$ cat config.mk
export PLATFORM = sky130hd
export DESIGN_NAME = ex_mdu
export DESIGN_NICKNAME = d
export VERILOG_FILES = /design/src/rtl/ex_mdu_pkg.sv /design/src/rtl/mdu_div_iter.sv /design/src/rtl/ex_mdu.sv
export SDC_FILE = /design/constraint.sdc
export NUM_CORES = 1
export LEC_CHECK = 0
export ABC_AREA = 1
export CAP_MARGIN = 5
export CORE_MARGIN = 4
export CORE_UTILIZATION = 35
export CTS_CLUSTER_SIZE = 14
export DETAILED_ROUTE_END_ITERATION = 6
export DONT_BUFFER_PORTS = 1
export PLACE_DENSITY_LB_ADDON = 0.25
export SLEW_MARGIN = 10
export SYNTH_ARGS = -nofsm -noshare
export SYNTH_HDL_FRONTEND = slang
export SYNTH_SLANG_ARGS = --single-unit
$ cat constraint.sdc
create_clock -name clk -period 6.93 [get_ports clk]
set_clock_uncertainty 0.05 [all_clocks]
set_input_delay 1.386 -clock clk [delete_from_list [all_inputs] [get_ports clk]]
set_output_delay 1.386 -clock clk [all_outputs]
set_load 0.02 [all_outputs]
$ cat src/rtl/ex_mdu_pkg.sv
// Shared definitions for the RV32M multiply/divide unit: M-extension encodings,
// MDU state encoding and small func3 decode helpers.
package ex_mdu_pkg;

  localparam logic [6:0] INST_FUNC7_M = 7'b0000001;

  localparam logic [2:0] INST_MUL    = 3'd0;
  localparam logic [2:0] INST_MULH   = 3'd1;
  localparam logic [2:0] INST_MULHSU = 3'd2;
  localparam logic [2:0] INST_MULHU  = 3'd3;
  localparam logic [2:0] INST_DIV    = 3'd4;
  localparam logic [2:0] INST_DIVU   = 3'd5;
  localparam logic [2:0] INST_REM    = 3'd6;
  localparam logic [2:0] INST_REMU   = 3'd7;

  typedef enum logic [1:0] {
    MDU_IDLE = 2'd0,
    MDU_CALC = 2'd1,
    MDU_DONE = 2'd2
  } mdu_state_e;

  function automatic logic op_is_div(input logic [2:0] op);
    return op[2];
  endfunction

  function automatic logic op_is_rem(input logic [2:0] op);
    return op[2] & op[1];
  endfunction

  function automatic logic op_rs1_signed(input logic [2:0] op);
    return (op == INST_MULH) || (op == INST_MULHSU) || (op == INST_DIV) || (op == INST_REM);
  endfunction

  function automatic logic op_rs2_signed(input logic [2:0] op);
    return (op == INST_MULH) || (op == INST_DIV) || (op == INST_REM);
  endfunction

endpackage

$ cat src/rtl/mdu_div_iter.sv
// One restoring-division step: shift the next dividend bit into the partial
// remainder, trial-subtract the divisor and emit one quotient bit.
module mdu_div_iter #(
  parameter int unsigned XLEN = 32
) (
  input  logic [XLEN:0]   rem,
  input  logic [XLEN-1:0] quo,
  input  logic [XLEN-1:0] divisor,
  output logic [XLEN:0]   rem_next,
  output logic [XLEN-1:0] quo_next
);

  logic [XLEN+1:0] shifted;
  logic [XLEN+1:0] diff;

  // A borrow out of the trial subtraction means the divisor did not fit: restore.
  always_comb begin
    shifted = {rem, quo[XLEN-1]};
    diff    = shifted - (XLEN+2)'(divisor);
    if (diff[XLEN+1]) begin
      rem_next = shifted[XLEN:0];
      quo_next = {quo[XLEN-2:0], 1'b0};
    end else begin
      rem_next = diff[XLEN:0];
      quo_next = {quo[XLEN-2:0], 1'b1};
    end
  end

endmodule

$ cat src/rtl/ex_mdu.sv
// Multi-cycle RV32M multiply/divide unit beside the EX ALU: stalls the pipeline
// while iterating on operand magnitudes, then writes rd for a single cycle.
module ex_mdu
  import ex_mdu_pkg::*;
#(
  parameter int unsigned XLEN     = 32,
  parameter int unsigned MUL_FAST = 0
) (
  input  logic            clk,
  input  logic            rst,
  input  logic            start_i,
  input  logic [2:0]      op_i,
  input  logic [XLEN-1:0] rs1_data_i,
  input  logic [XLEN-1:0] rs2_data_i,
  input  logic [4:0]      rd_addr_i,
  input  logic            flush_i,
  output logic            hold_flag_o,
  output logic            busy_o,
  output logic [4:0]      rd_addr_o,
  output logic [XLEN-1:0] rd_data_o,
  output logic            rd_wr_en_o
);

  localparam int unsigned CNT_W = $clog2(XLEN);
  localparam int unsigned PW    = 2 * XLEN;

  mdu_state_e      state;
  logic [2:0]      op_q;
  logic            neg_q;
  logic            neg_rem_q;
  logic [XLEN:0]   rem_q;
  logic [XLEN-1:0] quo_q;
  logic [XLEN-1:0] opb_q;
  logic [CNT_W-1:0] cnt_q;
  logic            wr_en_q;
  logic [XLEN-1:0] rd_data_q;
  logic [4:0]      rd_addr_q;

  logic            a_neg;
  logic            b_neg;
  logic [XLEN-1:0] mag_a;
  logic [XLEN-1:0] mag_b;
  logic            div_zero;
  logic            div_ovf;
  logic            special;
  logic [XLEN-1:0] special_res;
  logic [PW-1:0]   fast_prod;
  logic [XLEN-1:0] fast_res;

  logic [XLEN:0]   mul_sum;
  logic [XLEN:0]   div_rem;
  logic [XLEN-1:0] div_quo;
  logic [XLEN:0]   rem_n;
  logic [XLEN-1:0] quo_n;
  logic            last;
  logic [XLEN-1:0] final_res;

  // hi/lo hold the product halves for MUL*, remainder/quotient for DIV*.
  function automatic logic [XLEN-1:0] fix_result(
    input logic [2:0]      op,
    input logic            neg_main,
    input logic            neg_rem,
    input logic [XLEN-1:0] hi,
    input logic [XLEN-1:0] lo
  );
    logic [PW-1:0] prod;
    prod = {hi, lo};
    if (neg_main) prod = PW'(0) - prod;
    if (!op_is_div(op)) return (op == INST_MUL) ? prod[XLEN-1:0] : prod[PW-1:XLEN];
    if (op_is_rem(op)) return neg_rem ? XLEN'(0) - hi : hi;
    return neg_main ? XLEN'(0) - lo : lo;
  endfunction

  // Issue-time decode: sign flags, magnitudes and the division corner cases.
  always_comb begin
    a_neg    = op_rs1_signed(op_i) & rs1_data_i[XLEN-1];
    b_neg    = op_rs2_signed(op_i) & rs2_data_i[XLEN-1];
    mag_a    = a_neg ? XLEN'(0) - rs1_data_i : rs1_data_i;
    mag_b    = b_neg ? XLEN'(0) - rs2_data_i : rs2_data_i;
    div_zero = (rs2_data_i == '0);
    div_ovf  = op_rs2_signed(op_i) & (rs1_data_i == {1'b1, {(XLEN-1){1'b0}}}) &
               (rs2_data_i == '1);
    special  = op_is_div(op_i) & (div_zero | div_ovf);
    if (op_is_rem(op_i)) special_res = div_zero ? rs1_data_i : '0;
    else                 special_res = div_zero ? '1 : rs1_data_i;
    fast_prod = PW'(mag_a) * PW'(mag_b);
    fast_res  = fix_result(op_i, a_neg ^ b_neg, 1'b0, fast_prod[PW-1:XLEN],
                           fast_prod[XLEN-1:0]);
  end

  mdu_div_iter #(
    .XLEN(XLEN)
  ) u_div_iter (
    .rem      (rem_q),
    .quo      (quo_q),
    .divisor  (opb_q),
    .rem_next (div_rem),
    .quo_next (div_quo)
  );

  // Shift-add multiply keeps the product high half in rem_q and the low half
  // (initially the multiplier) in quo_q, shifting right one bit per cycle.
  always_comb begin
    mul_sum = {1'b0, rem_q[XLEN-1:0]} + (quo_q[0] ? {1'b0, opb_q} : (XLEN+1)'(0));
    if (op_is_div(op_q)) begin
      rem_n = div_rem;
      quo_n = div_quo;
    end else begin
      rem_n = {1'b0, mul_sum[XLEN:1]};
      quo_n = {mul_sum[0], quo_q[XLEN-1:1]};
    end
    last      = (cnt_q == CNT_W'(XLEN - 1));
    final_res = fix_result(op_q, neg_q, neg_rem_q, rem_n[XLEN-1:0], quo_n);
  end

  always_ff @(posedge clk) begin
    if (rst) begin
      state     <= MDU_IDLE;
      op_q      <= '0;
      neg_q     <= 1'b0;
      neg_rem_q <= 1'b0;
      rem_q     <= '0;
      quo_q     <= '0;
      opb_q     <= '0;
      cnt_q     <= '0;
      wr_en_q   <= 1'b0;
      rd_data_q <= '0;
      rd_addr_q <= '0;
    end else if (flush_i) begin
      state     <= MDU_IDLE;
      wr_en_q   <= 1'b0;
      rd_data_q <= '0;
    end else begin
      case (state)
        MDU_IDLE: begin
          if (start_i) begin
            op_q      <= op_i;
            rd_addr_q <= rd_addr_i;
            neg_q     <= a_neg ^ b_neg;
            neg_rem_q <= a_neg;
            rem_q     <= '0;
            cnt_q     <= '0;
            quo_q     <= op_is_div(op_i) ? mag_a : mag_b;
            opb_q     <= op_is_div(op_i) ? mag_b : mag_a;
            if (special) begin
              rd_data_q <= special_res;
              wr_en_q   <= 1'b1;
              state     <= MDU_DONE;
            end else if ((MUL_FAST != 0) && !op_is_div(op_i)) begin
              rd_data_q <= fast_res;
              wr_en_q   <= 1'b1;
              state     <= MDU_DONE;
            end else begin
              state <= MDU_CALC;
            end
          end
        end
        MDU_CALC: begin
          rem_q <= rem_n;
          quo_q <= quo_n;
          cnt_q <= cnt_q + CNT_W'(1);
          if (last) begin
            rd_data_q <= final_res;
            wr_en_q   <= 1'b1;
            state     <= MDU_DONE;
          end
        end
        MDU_DONE: begin
          wr_en_q   <= 1'b0;
          rd_data_q <= '0;
          state     <= MDU_IDLE;
        end
        default: state <= MDU_IDLE;
      endcase
    end
  end

  // The stall covers the issue cycle itself; a flush kills a write already in DONE.
  assign hold_flag_o = ((state == MDU_IDLE) & start_i & ~flush_i) | (state == MDU_CALC);
  assign busy_o      = (state != MDU_IDLE);
  assign rd_wr_en_o  = wr_en_q & ~flush_i;
  assign rd_data_o   = rd_data_q;
  assign rd_addr_o   = rd_addr_q;

endmodule

==> run summary <==
- **result of the run** finished, violations left
- **violations in the final reports** design-rule violations
- **setup repair after global routing missed its margin** false
- **terminus of the critical flop-to-flop path** rd_data_o[28]
- **GRT Overall Usage** 28.0%
- **Final Critical Period** 4960 ps
- **WL/cell** 21.3 um
- **post-synthesis average cell area** 5.68 sq um
- **number of hold-slack violations in the final timing report** 0
- **HPWL Detailed** 65.9 mm
- **Placement Setup Slack** 1990 ps
- **biggest cell delay along the critical path** 540 ps
- **post-CTS setup repair buffer count** 0
- **Main synth FF type** sky130_fd_sc_hd__dfxtp_1
- **residual antenna-violating net count after detailed routing** 0
- **Reg2Reg Setup Slack** 1970 ps
- **worst-case vdd ir drop** 0.204 mV
- **library cell appearing most often on the critical path** sky130_fd_sc_hd__nand2_1
- **global-route layer with the greatest usage** met2
- **max_slew headroom** 28.4%
- **root buffer cell** sky130_fd_sc_hd__clkbuf_16
- **aggregate global routing overflow** 0
- **CP required** 7280 ps
- **die outline area** 56500 sq um
- **total clock buffers created by CTS** 17
- **starting DRC count in detailed routing** 2371
- **worst endpoint data arrival time** 5310 ps
- **clock tree from TritonCTS** done
- **met3 track utilization from global routing** 5.23%
- **share of the clock period used by the worst path** 71.6%
- **GPL Wtd Cong** 1.02
- **Max stage delay cell, worst path** sky130_fd_sc_hd__dfxtp_1
- **final setup violation count** 0
- **type of the setup path with the least slack** register to register
- **length in cells of the worst reg-to-reg path** 30
- **hold_sp** cnt_q[4]
- **Placeable Area** 51800 sq um
- **count of input and output buffers** 0
- **Post-synth EDFFs** 0
- **worst hold path class** register to register
- **number of global-route vias before repair** 19500
- **routed vias** 21400
- **Pins Over Slew Limit** 0
- **Initial Utilization** 35.6%
- **GRT met1 Usage** 36.8%
- **Cell variety after synth** 57
- **Post-Route WL** 82.2 mm
- **global-route track usage on met2** 44.1%
- **first element of the critical path** rem_q[19]
- **drt pass-1 iters** 7
- **drt via density** 5.54
- **max cap viols** 0
- **hold bufs inserted after CTS** 0
- **total I/O pin count** 116
- **post-cts gate resize count** 0
- **critical path endpoint category** register
- **final setup TNS** 0 ps
- **total design power** 3220 uW
- **Cell Area, Synth** 18500 sq um
- **Placement Rows** 83
- **yosys warns** 0
- **Die Span Y** 238 um
- **number of stages on the worst hold path** 2
- **worst r2r src** rem_q[19]
- **DRC violations left** 7
- **leakage power** 0.00939 uW
- **initial antenna violation count** 0
- **slew at the pin with the worst max-slew slack** 1070 ps
- **highest clock rate** 202 MHz
- **clock latency on the worst-skew pair** 470 ps
- **first-pass GRT wire length** 123 mm
- **Nets** 3320
- **Power Density** 165 nW/um^2
- **number of H-tree levels** 4
- **clock-pin slew of the registers on the worst-case setup and hold paths** 80 ps
- **cells after synthesis** 3250
- **share of flip-flops with an asynchronous set or reset** 0%
- **#FFs+latches synth** 147
- **end point of the most critical hold path** cnt_q[4]
- **final core utilization** 37.7%
- **Die W** 238 um
- **number of clock sinks seen by CTS** 147
- **buffer depth of the longest clock path** 2
- **syn nets** 3403
- **largest net degree at the start of global routing** 86
- **Seq/Total Area, Yosys** 15.9%
- **min setup slack post-route** 1970 ps
- **sort of element at the start of the critical path** register
- **crit path max fanout** 21
- **share of post-route cells with drive strength above 1** 7.70%
- **layout overhead on the synthesized area** 5.79%
[power breakdown]
group | internal, uW | switching [uW] | leakage [uW] | total, uW
combinational | 378 | 939 | 0.00791 | 1320
clock | 488 | 483 | 0.000288 | 971
sequential | 879 | 48.4 | 0.00119 | 927
total | 1740 | 1470 | 0.00939 | 3220
[registers in the layout, indices dropped and copies added (netlist names), 2 cells and up]
register	count
opb_q	32
rd_addr_o	5
rem_q	33
state	2
rd_data_o	32
cnt_q	5
quo_q	32
op_q	3
[worst max-delay path, delay by kind of cell, from the launching register on]
kind	cells	cell delay, ps
compound gates	3	400
fa+ha+maj	2	560
buf+inv	3	180
flops	1	540
simple gates	22	3130
[layout make-up]
cell class	instances	area, sq um
inverter	427	1600
fill	5815	32300
multi-input combinational	2547	13300
antenna	1	2.50
clock inverter	15	179
clock buffer	17	425
timing repair buffer	27	203
sequential	147	2950
tap	680	851
[per-stage QoR]
stage	hold slack [ps]	cells	area, sq um
after detailed placement	408	3828	18900
after floorplan	385	3250	18500
after global placement	408	3828	18900
after global routing	450	3860	19500
after CTS	421	3860	19500
final	422	3861	19500
[logic make-up after synthesis]
kind of cell    Yosys count  share of synthesized area, %
compound gates          670                          20.6
xor+xnor                109                          5.17
fa+ha+maj                77                          5.30
buf+inv                 556                          12.0
flops                   147                          15.9
simple gates           1691                          41.0
[cell usage in the layout (no fill, tap or decap), types with 9 or more instances in the layout]
cell type                   instances
sky130_fd_sc_hd__nand2_1          885
sky130_fd_sc_hd__inv_1            403
sky130_fd_sc_hd__nor2_1           292
sky130_fd_sc_hd__a21oi_1          270
sky130_fd_sc_hd__nand3_1          240
sky130_fd_sc_hd__o21ai_0          226
sky130_fd_sc_hd__dfxtp_1          145
sky130_fd_sc_hd__xor2_1            78
sky130_fd_sc_hd__ha_1              75
sky130_fd_sc_hd__nand2_2           44
sky130_fd_sc_hd__nor3_1            41
sky130_fd_sc_hd__nand4_1           40
sky130_fd_sc_hd__a22oi_1           35
sky130_fd_sc_hd__nor2_2            32
sky130_fd_sc_hd__xnor2_1           31
sky130_fd_sc_hd__nand3b_1          31
sky130_fd_sc_hd__o21bai_1          29
sky130_fd_sc_hd__buf_4             27
sky130_fd_sc_hd__nand3_2           26
sky130_fd_sc_hd__o211ai_1          25
sky130_fd_sc_hd__a31oi_1           18
sky130_fd_sc_hd__inv_2             17
sky130_fd_sc_hd__or2_2             17
sky130_fd_sc_hd__clkbuf_16         17
sky130_fd_sc_hd__o21ai_1           15
sky130_fd_sc_hd__nor2_4            12
sky130_fd_sc_hd__nand2_4           11
sky130_fd_sc_hd__a21oi_2            9
sky130_fd_sc_hd__o221ai_1           9
[worst max path at each step]
stage                          endpoint  cells past startpoint
after floorplan           rd_data_o[31]                     19
after global placement    rd_data_o[14]                     20
after detailed placement  rd_data_o[14]                     20
after CTS                 rd_data_o[28]                     29
after global routing      rd_data_o[28]                     29
final                     rd_data_o[28]                     30
[synthesized netlist by cell type (5+ instances only)]
library cell	n	area [sq um]
sky130_fd_sc_hd__a21oi_1	270	1350
sky130_fd_sc_hd__a21oi_2	9	78.8
sky130_fd_sc_hd__a221oi_1	8	70.1
sky130_fd_sc_hd__a22oi_1	35	263
sky130_fd_sc_hd__a31oi_1	18	113
sky130_fd_sc_hd__buf_1	9	33.8
sky130_fd_sc_hd__buf_2	18	90.1
sky130_fd_sc_hd__buf_4	8	60.1
sky130_fd_sc_hd__buf_6	6	67.6
sky130_fd_sc_hd__clkbuf_1	85	319
sky130_fd_sc_hd__clkinv_1	7	26.3
sky130_fd_sc_hd__dfxtp_1	147	2940
sky130_fd_sc_hd__ha_1	75	938
sky130_fd_sc_hd__inv_1	403	1510
sky130_fd_sc_hd__inv_2	17	63.8
sky130_fd_sc_hd__nand2_1	885	3320
sky130_fd_sc_hd__nand2_2	44	275
sky130_fd_sc_hd__nand2_4	11	124
sky130_fd_sc_hd__nand3_1	241	1210
sky130_fd_sc_hd__nand3_2	25	250
sky130_fd_sc_hd__nand3b_1	31	233
sky130_fd_sc_hd__nand4_1	40	250
sky130_fd_sc_hd__nor2_1	295	1110
sky130_fd_sc_hd__nor2_2	30	188
sky130_fd_sc_hd__nor2_4	11	124
sky130_fd_sc_hd__nor3_1	41	205
sky130_fd_sc_hd__nor4_1	7	43.8
sky130_fd_sc_hd__o211ai_1	25	188
sky130_fd_sc_hd__o21ai_0	226	1130
sky130_fd_sc_hd__o21ai_1	15	75.1
sky130_fd_sc_hd__o21ai_2	5	43.8
sky130_fd_sc_hd__o21bai_1	29	218
sky130_fd_sc_hd__o221ai_1	9	78.8
sky130_fd_sc_hd__or2_2	17	106
sky130_fd_sc_hd__xnor2_1	31	272
sky130_fd_sc_hd__xor2_1	78	683
[per-layer routing]
metal / vias up / share of wire, %
met3: 189 / 8.7
met1: 9680 / 42
met5: - / 0
met2: 1053 / 44
met4: 0 / 6.1
li1: 10500 / -
Power figures use the tool's default switching activity.
